`src/rtl/pcileech_tlp_axis_upsizer.sv`:
```
// Packs a narrow DW-granular TLP stream into OUT_DW-wide beats with first/last/BAR
// sideband, buffering committed beats in a small FIFO to absorb sink backpressure.
module pcileech_tlp_axis_upsizer #(
  parameter int IN_DW  = 2,
  parameter int OUT_DW = 4,
  parameter int DEPTH  = 4
) (
  input  logic                  clk,
  input  logic                  rst_n,
  input  logic [32*IN_DW-1:0]   s_data,
  input  logic [IN_DW-1:0]      s_keepdw,
  input  logic                  s_valid,
  input  logic                  s_last,
  input  logic [6:0]            s_bar,
  output logic                  s_ready,
  output logic [32*OUT_DW-1:0]  m_tdata,
  output logic [OUT_DW-1:0]     m_tkeepdw,
  output logic                  m_tvalid,
  output logic                  m_tlast,
  output logic [8:0]            m_tuser,
  input  logic                  m_tready,
  output logic                  m_has_data,
  output logic                  err_keep,
  output logic [31:0]           tlp_count
);

  localparam int FW = $clog2(OUT_DW + 1);
  localparam int AW = $clog2(DEPTH);
  localparam int CW = $clog2(DEPTH + 1);

  logic [32*OUT_DW-1:0] asm_q;
  logic [FW-1:0]        fill_q;
  logic                 in_tlp_q;
  logic                 first_q;
  logic [6:0]           bar_q;
  logic                 err_q;
  logic [31:0]          tlp_q;

  logic [32*OUT_DW-1:0] mem_data  [DEPTH];
  logic [OUT_DW-1:0]    mem_keep  [DEPTH];
  logic                 mem_last  [DEPTH];
  logic                 mem_first [DEPTH];
  logic [6:0]           mem_bar   [DEPTH];
  logic [AW-1:0]        rd_q;
  logic [AW-1:0]        wr_q;
  logic [CW-1:0]        cnt_q;

  logic                 accept;
  logic                 keep_contig;
  logic                 keep_bad;
  logic                 zero_err;
  logic [IN_DW-1:0]     eff_keep;
  logic [FW-1:0]        n_dw;
  logic [FW-1:0]        new_fill;
  logic                 commit;
  logic                 pop;
  logic [32*OUT_DW-1:0] asm_next;
  logic [OUT_DW-1:0]    keep_out;
  logic                 first_cur;
  logic [6:0]           bar_cur;

  assign s_ready  = rst_n && (cnt_q < CW'(DEPTH));
  assign accept   = s_valid && s_ready;
  assign m_tvalid = (cnt_q != '0);
  assign pop      = m_tvalid && m_tready;

  // Bad keep patterns are treated as full beats so the stream stays DW-aligned.
  always_comb begin
    keep_contig = ((s_keepdw & (s_keepdw + IN_DW'(1))) == '0);
    keep_bad    = !keep_contig || (!s_last && !(&s_keepdw));
    eff_keep    = keep_bad ? '1 : s_keepdw;
    zero_err    = s_last && (s_keepdw == '0) && (fill_q == '0);
    n_dw = '0;
    for (int unsigned i = 0; i < IN_DW; i++) begin
      n_dw = n_dw + FW'(eff_keep[i]);
    end
    new_fill = fill_q + n_dw;
    commit   = accept && (s_last || (new_fill == FW'(OUT_DW)));
    asm_next = asm_q;
    for (int unsigned i = 0; i < IN_DW; i++) begin
      if (32'(fill_q) + i < OUT_DW) begin
        asm_next[32*(32'(fill_q) + i) +: 32] = eff_keep[i] ? s_data[32*i +: 32] : 32'h0;
      end
    end
    keep_out = '0;
    for (int unsigned j = 0; j < OUT_DW; j++) begin
      keep_out[j] = (j < 32'(new_fill));
    end
    first_cur = in_tlp_q ? first_q : 1'b1;
    bar_cur   = in_tlp_q ? bar_q : s_bar;
  end

  always_ff @(posedge clk or negedge rst_n) begin
    if (!rst_n) begin
      asm_q    <= '0;
      fill_q   <= '0;
      in_tlp_q <= 1'b0;
      first_q  <= 1'b0;
      bar_q    <= '0;
      err_q    <= 1'b0;
      tlp_q    <= '0;
      rd_q     <= '0;
      wr_q     <= '0;
      cnt_q    <= '0;
    end else begin
      if (accept) begin
        if (commit) begin
          asm_q  <= '0;
          fill_q <= '0;
          wr_q   <= wr_q + AW'(1);
        end else begin
          asm_q  <= asm_next;
          fill_q <= new_fill;
        end
        in_tlp_q <= !s_last;
        bar_q    <= bar_cur;
        first_q  <= commit ? 1'b0 : first_cur;
        if (keep_bad || zero_err) err_q <= 1'b1;
      end
      if (pop) begin
        rd_q <= rd_q + AW'(1);
        if (mem_last[rd_q]) tlp_q <= tlp_q + 32'd1;
      end
      unique case ({commit, pop})
        2'b10:   cnt_q <= cnt_q + CW'(1);
        2'b01:   cnt_q <= cnt_q - CW'(1);
        default: cnt_q <= cnt_q;
      endcase
    end
  end

  always_ff @(posedge clk) begin
    if (commit) begin
      mem_data[wr_q]  <= asm_next;
      mem_keep[wr_q]  <= keep_out;
      mem_last[wr_q]  <= s_last;
      mem_first[wr_q] <= first_cur;
      mem_bar[wr_q]   <= bar_cur;
    end
  end

  // Head fields are gated so the bus reads zero whenever nothing is buffered.
  assign m_tdata    = m_tvalid ? mem_data[rd_q] : '0;
  assign m_tkeepdw  = m_tvalid ? mem_keep[rd_q] : '0;
  assign m_tlast    = m_tvalid && mem_last[rd_q];
  assign m_tuser    = m_tvalid ? {mem_bar[rd_q], mem_last[rd_q], mem_first[rd_q]} : '0;
  assign m_has_data = m_tvalid;
  assign err_keep   = err_q;
  assign tlp_count  = tlp_q;

endmodule

```
`config.mk`:
```
export PLATFORM = sky130hd
export DESIGN_NAME = pcileech_tlp_axis_upsizer
export DESIGN_NICKNAME = d
export VERILOG_FILES = /design/src/rtl/pcileech_tlp_axis_upsizer.sv
export SDC_FILE = /design/constraint.sdc
export NUM_CORES = 1
export LEC_CHECK = 0
export CAP_MARGIN = 0
export CORE_ASPECT_RATIO = 1.25
export CORE_MARGIN = 1
export CORE_UTILIZATION = 40
export CTS_CLUSTER_DIAMETER = 150
export CTS_CLUSTER_SIZE = 8
export DETAILED_ROUTE_END_ITERATION = 8
export GPL_TIMING_DRIVEN = 0
export PLACE_DENSITY_LB_ADDON = 0.25
export SLEW_MARGIN = 20
export SYNTH_ARGS = -nofsm -noshare
export SYNTH_HDL_FRONTEND = slang
export SYNTH_SLANG_ARGS = --single-unit
export TNS_END_PERCENT = 10
```
`constraint.sdc`:
```
create_clock -name clk -period 6.4 [get_ports clk]
set_input_delay 0.96 -clock clk [delete_from_list [all_inputs] [get_ports clk]]
set_output_delay 0.96 -clock clk [all_outputs]
set_load 0.01 [all_outputs]
```
# ---- Word level (Yosys, flattened, before mapping)
# Memory sizes are Yosys's and may differ from the RTL's.
# Cells that the tools add are included.
dict set report op_classes {
  n_addsub 11
  order_cmp 7
  n_eq_ne 3
  shifts 4
  mux 18
  bitwise_logic 1
  n_reduce_logical 23
}
# cell n
set op_table {}
lappend op_table {{128-bit two-way mux} 4}
lappend op_table {{128-bit bitwise mux} 2}
lappend op_table {{32-bit by 34-bit variable shift with 128-bit output (first input constant)} 2}
lappend op_table {{32-bit by 34-bit variable part select with 128-bit output} 2}
lappend op_table {{32-bit two-way mux} 2}
lappend op_table {{8-bit negation with 34-bit output} 1}
lappend op_table {{9-bit negation with 34-bit output} 1}
lappend op_table {{32-bit by 1-bit adder with 32-bit output (second input constant)} 1}
lappend op_table {{32-bit by 3-bit < comparator with 1-bit output (second input constant)} 1}
lappend op_table {{9-bit two-way mux} 1}
lappend op_table {{1-bit logical AND} 8}
lappend op_table {{2-bit AND reduction} 4}
lappend op_table {{7-bit two-way mux} 1}
lappend op_table {{2-bit by 1-bit adder with 2-bit output (second input constant)} 3}
lappend op_table {{1-bit by 3-bit < comparator with 1-bit output (first input constant)} 2}
lappend op_table {{2-bit by 3-bit < comparator with 1-bit output (first input constant)} 2}
lappend op_table {{3-bit < comparator (second input constant)} 2}
lappend op_table {{3-bit case mux with 2 select lines} 1}
lappend op_table {{3-bit by 1-bit adder with 4-bit output (second input constant)} 1}
lappend op_table {{2-bit logical NOT} 2}
lappend op_table {{1-bit two-way mux} 4}
lappend op_table {{4-bit two-way mux} 1}
lappend op_table {{3-bit by 1-bit adder with 3-bit output (second input constant)} 1}
lappend op_table {{3-bit by 2-bit adder with 3-bit output} 1}
lappend op_table {{other kinds (13)} 17}
dict set report totals {
  register_bits 180
  ram_bits 564
  elab_cells 82
  memories 5
}
# memory words word_bits rd rd_ports_with_merged_regs wr line
set mem_list {}
lappend mem_list {mem_data 4 128 1 0 1 39} ;# logic [32*OUT_DW-1:0] mem_data [DEPTH];
lappend mem_list {mem_bar 4 7 1 0 1 43} ;# logic [6:0] mem_bar [DEPTH];
lappend mem_list {mem_keep 4 4 1 0 1 40} ;# logic [OUT_DW-1:0] mem_keep [DEPTH];
lappend mem_list {mem_first 4 1 1 0 1 42} ;# logic mem_first [DEPTH];
lappend mem_list {mem_last 4 1 1 0 1 41} ;# logic mem_last [DEPTH];

# ---- Depth between registers and ports, before layout
dict set report depth {
  word_depth 13
  mapped_depth 17
}

# ---- Worst setup path before layout
# OpenSTA, ideal clock, no wires.
dict set report synth_timing {
  kind {input to register}
  from {in s_keepdw[0]}
  to {mem mem_bar[0][0], enable pin}
  setup_ns 0.518
  arrival_ns 6.225
  t_required_ns 5.882
  setup_slack_ns -0.342
  stages 9
  n_path_buf 3
  cell_sequence {or3b_1 > clkbuf_1 > clkbuf_1 > buf_2 > fa_1 > ha_1 > xor2_2 > a21o_1 > and3_1}
}
dict set report synth_via {
  elab_chain_len 13
  word_cells_on_any_way 16
  cone_classes {3 x add/sub; 1 x eq/ne; 3 x mux; 1 x bitwise; 8 x reduce/logical}
}
# element line
set synth_rtl {}
lappend synth_rtl {{start, declared} 11} ;# input logic [IN_DW-1:0] s_keepdw,
lappend synth_rtl {{2-bit by 1-bit adder with 2-bit output} 69} ;# keep_contig = ((s_keepdw & (s_keepdw + IN_DW'(1))) == '0);
lappend synth_rtl {{2-bit AND} 69}
lappend synth_rtl {{2-bit logical NOT} 69}
lappend synth_rtl {{1-bit logical NOT} 70} ;# keep_bad = !keep_contig || (!s_last && !(&s_keepdw));
lappend synth_rtl {{1-bit logical OR} 70}
lappend synth_rtl {{2-bit two-way mux (*)} 71} ;# eff_keep = keep_bad ? '1 : s_keepdw;
lappend synth_rtl {{1-bit by 1-bit adder with 2-bit output (*)} 75} ;# n_dw = n_dw + FW'(eff_keep[i]);
lappend synth_rtl {{3-bit by 2-bit adder with 3-bit output (*)} 77} ;# new_fill = fill_q + n_dw;
lappend synth_rtl {{3-bit == test (*)} 78} ;# commit = accept && (s_last || (new_fill == FW'(OUT_DW)));
lappend synth_rtl {{1-bit logical OR (*)} 78}
lappend synth_rtl {{1-bit logical AND (*)} 78}
lappend synth_rtl {{1-bit two-way mux (*)} 133} ;# if (commit) begin
lappend synth_rtl {{1-bit two-way mux (implied by the code) (*)} 138} ;# mem_bar[wr_q] <= bar_cur;
lappend synth_rtl {{end, declared} 43}
# Mark *: on every way between the ends. The rest lies on a longest branch, timed or not.

# ---- Worst setup path in the final report
dict set report layout_timing {
  from {in s_last}
  to {mem mem_data[0][64] (netlist bit), enable pin}
}
dict set report layout_via {
  elab_chain_len 11
}
# element line
set layout_rtl {}
lappend layout_rtl {{start, declared} 13} ;# input logic s_last,
lappend layout_rtl {{1-bit logical NOT} 70}
lappend layout_rtl {{1-bit logical AND} 70}
lappend layout_rtl {{1-bit logical OR} 70}
lappend layout_rtl {{2-bit two-way mux} 71}
lappend layout_rtl {{1-bit by 1-bit adder with 2-bit output} 75}
lappend layout_rtl {{3-bit by 2-bit adder with 3-bit output} 77}
lappend layout_rtl {{3-bit == test} 78}
lappend layout_rtl {{1-bit logical OR (*)} 78}
lappend layout_rtl {{1-bit logical AND (*)} 78}
lappend layout_rtl {{1-bit two-way mux (*)} 133}
lappend layout_rtl {{1-bit two-way mux (implied by the code) (*)} 134} ;# mem_data[wr_q] <= asm_next;
lappend layout_rtl {{end, declared} 39}
# Marked as above.

==> flow_metrics.env <==
export IMPL_synth_compound_area_share_pct=8.22
export IMPL_synth_top_family_by_area="multiplexers"
export IMPL_power_mw=18.4
export IMPL_final_util_pct=49.9
export IMPL_grt_pass1_vias=20758
export IMPL_htreeDepth=3
export IMPL_drive_gt1_share_pct=14.1
export IMPL_cts_buffer_depth=3
export IMPL_first_pass_iters=8
export IMPL_synthXorXnorAreaFrac_pct=1.08
export IMPL_crit_chain="clkdlybuf4s50_1, nor2b_1, buf_2, inv_2, clkbuf_1, buf_2, fa_1, ha_1, xor2_2, a21o_1, and3_4, buf_16, buf_12"
export IMPL_cap_viol_max_count=0
export IMPL_cts_hold_buffers=0
export IMPL_crit_slowest_cell="clkdlybuf4s50_1"
export IMPL_synth_simple_area_share_pct=9.69
export IMPL_grt_max_degree=81
export IMPL_path_clk_slew_ns=0.06
export IMPL_gp_congestion=0.925
export IMPL_fin_tns_setup_ns=0
export IMPL_worst_pin_slew_ns=1.32
export IMPL_skew_ns=0.0253
export IMPL_finalCriticalPeriod_ns=5.59
export IMPL_async_flop_share_pct=24.2
export IMPL_clock_sinks=744
export IMPL_drt_iter0_drc=1808
export IMPL_endpoint_kind="register"
export IMPL_worstPathArrival_ns=5.93
export IMPL_grt_pass1_wl_mm=138
export IMPL_die_area_sq_mm=0.0816
export IMPL_p_sw_share_pct=33.8
export IMPL_vdd_drop_max_v=0.000296
export IMPL_fmax_mhz=179
export IMPL_p_int_mw=12.2
export IMPL_leakagePower_nw=14.1
export IMPL_final_area_sq_mm=0.0395
export IMPL_slew_headroom_pct=12.0
export IMPL_period_share_pct=87.3
export IMPL_grt_overflow=0
export IMPL_wl_mm=94.1
export IMPL_run_status="finished, final reports clean"
export IMPL_slowest_delay_ns=0.83
export IMPL_avgRoutedWirePerCell_um=26.0
export IMPL_port_buffers=255
export IMPL_drc=0
export IMPL_synth_ff_latch_count=744
export IMPL_final_cells=3614
export IMPL_cp_max_fo=41
export IMPL_cts_resized=0
export IMPL_synthAdderAreaFrac_pct=0.707
export IMPL_crit_top_cell="buf_2"
export IMPL_placedCellCount=3423
export IMPL_critPathTopFamily="buffers and inverters"
export IMPL_cts_tree="built"
export IMPL_finalSetupViolations=0
export IMPL_seq_area_sq_mm=0.0214
export IMPL_multi_input_area_sq_mm=0.00964
export IMPL_critical_path_class="in2reg"
export IMPL_root_buffer="clkbuf_16"
export IMPL_rows=115
export IMPL_p_comb_share_pct=38.3
export IMPL_grt_total_usage_pct=23.0
export IMPL_yosysWarnings=0
export IMPL_drtAntennaViolNets=0
export IMPL_clk_latency_ns=0.67
export IMPL_nFillCells=6736
export IMPL_fp_dieH_um=319
export IMPL_switchingPower_mw=6.23
export IMPL_hpwl_mm=67.6
export IMPL_die_w_um=256
export IMPL_finalNetCount=2569
export IMPL_ys_dominant_reg_cell="edfxtp_1"
export IMPL_avgSynthCellArea_sq_um=15.3
export IMPL_mappedNetlistArea_sq_mm=0.0322
export IMPL_synthCells=2098
export IMPL_start_kind="input port"
export IMPL_slew_viol_final=0
export IMPL_cts_setup_buffers=0
export IMPL_pin_count=256
export IMPL_syn_nets=2193
export IMPL_syn_to_final_growth_pct=22.6
export IMPL_routed_via_density=5.61
export IMPL_required_ns=6.74
export IMPL_power_density_mw_per_mm2=467
export IMPL_hold_viol_final=0
export IMPL_yosysSeqAreaShare_pct=66.6
export IMPL_start_util_pct=40.7
export IMPL_seq_power_share_pct=34.3
export IMPL_rsz0062_at_grt="false"
export IMPL_antenna_found_initial=5
export IMPL_cts_buffers=102
export IMPL_vias=20263
export IMPL_synth_edf_count=564
export IMPL_coreArea_sq_mm=0.0791
export IMPL_hp_class="in2async"
export IMPL_place_area_sq_mm=0.0365
export IMPL_ys_types=59
export IMPL_p_clk_share_pct=27.4
export IMPL_synth_mux_area_share_pct=10.2
export IMPL_crit_buf_inv=7
[state kept, by name (all words and copies together) (netlist names), 2 cells and up]
name,flops
bar_q,7
mem_bar,28
fill_q,3
wr_q,2
rd_q,2
asm_q,128
mem_first,4
tlp_count,32
mem_last,4
mem_data,512
cnt_q,3
mem_keep,16
[cells in the final DEF (no fill, tap or decap), types with 5 or more instances in the layout]
| cell type | n |
|---|---|
| a211oi_1 | 32 |
| a221oi_1 | 32 |
| a222oi_1 | 32 |
| a22o_1 | 65 |
| a31oi_2 | 30 |
| and2_1 | 203 |
| and3_1 | 5 |
| buf_1 | 7 |
| buf_16 | 11 |
| buf_2 | 28 |
| buf_6 | 5 |
| clkbuf_1 | 213 |
| clkbuf_16 | 106 |
| clkdlybuf4s50_1 | 254 |
| dfrtp_1 | 180 |
| edfxtp_1 | 564 |
| ha_1 | 15 |
| inv_1 | 107 |
| mux2_2 | 8 |
| mux4_2 | 141 |
| nand2_1 | 135 |
| nand3_1 | 18 |
| nand4_1 | 72 |
| nor2_1 | 10 |
| nor3_1 | 7 |
| nor4_2 | 6 |
| nor4b_1 | 32 |
| o21ai_0 | 52 |
| o21ai_1 | 49 |
| o221ai_1 | 32 |
| xnor2_1 | 26 |
| xor2_1 | 12 |
[kinds of logic after synthesis]
kind of cell	count (synthesis)
DFF	744
and+or+nand+nor	531
adders and majority gates	17
buffers and inverters	282
xor gates and xnor gates	39
AOI/OAI and AO/OA	335
muxes	150
[worst register-to-register path, cell delays in order, from the launching register on]
cell	delay [ns]
dfrtp_1	0.46
buf_2	0.24
inv_1	0.14
ha_1	0.41
or3_1	0.38
ha_1	0.31
nand4bb_1	0.13
clkbuf_1	0.37
clkbuf_1	0.40
nor4b_1	0.11
a221oi_1	1.03
inv_1	0.24
[final timing paths]
path | start | endpoint | slack [ns] | depth (start not counted)
max in group asynchronous | rst_n | asm_q[5] | 5.12 | 3
hold reg to reg | err_keep | err_keep | 0.46 | 1
setup / recovery | s_last | mem_data[0][64] | 0.81 | 13
setup reg to reg | fill_q[0] | mem_data[2][38] | 1.83 | 11
min in group clk | err_keep | err_keep | 0.46 | 1
hold / removal | rst_n | asm_q[45] | 0.16 | 1
[routing by layer]
metal | global-route usage (%) | share of wire [%] | wire, um | vias to the layer above
met5 | 0 | 0.039 | 37 | -
met3 | 3.78 | 6.0 | 5670 | 157
li1 | - | - | - | 8917
met2 | 39.3 | 51 | 47700 | 749
met4 | 9.87 | 3.8 | 3600 | 6
met1 | 28.8 | 39 | 37100 | 10434
[cell usage after synthesis (4+ instances only)]
master	number	share of area, %
dfrtp_1	180	14
o21ai_0	52	0.81
buf_2	26	0.40
a211oi_1	32	0.75
nand2_1	135	1.6
nor3_1	7	0.11
edfxtp_1	564	53
and3_1	9	0.17
nand4_1	72	1.4
a221oi_1	32	0.87
xnor2_1	26	0.71
o21ai_1	49	0.76
buf_6	5	0.17
and2_0	4	0.078
xor2_1	12	0.33
a22o_1	65	1.8
nand3_1	18	0.28
inv_1	107	1.2
buf_1	7	0.082
o221ai_1	32	0.87
nor2b_1	4	0.078
mux4_2	141	9.9
a21o_1	4	0.093
and4_1	4	0.11
mux2_2	8	0.28
clkbuf_1	133	1.6
a222oi_1	32	0.99
a31oi_2	30	1.2
nor4_2	6	0.23
nor4b_1	32	0.87
or3_1	4	0.078
and2_1	203	3.9
ha_1	15	0.58
nor2_1	10	0.12
[cell type report]
cell class                      instances  share of cell area, %
Sequential cell                       744                   54.3
Tap cell                             1053                   3.34
Buffer                                174                   1.86
Multi-Input combinational cell       1072                   24.4
Inverter                              108                   1.03
Clock inverter                          3                 0.0856
Clock buffer                          187                   7.49
Timing Repair Buffer                  272                   7.47
Antenna cell                            1                0.00634
[power by group through the flow]
stage	registers (mW)	clock network (mW)	logic [mW]
global route	6.36	5.33	7.57
CTS	6.31	5.14	7.15
global placement	6.40	0	6.94
floorplan	6.35	0	3.98
detailed placement	6.40	0	7.11
finish	6.32	5.05	7.06
[through the flow]
stage	hold slack (ns)	setup slack (ns)
after floorplan	0.440	1.27
final	0.163	0.811
after CTS	0.141	0.816
after global placement	0.448	-6.22
after global routing	0.165	0.616
after detailed placement	0.453	0.0968
Power figures use the tool's default switching activity.
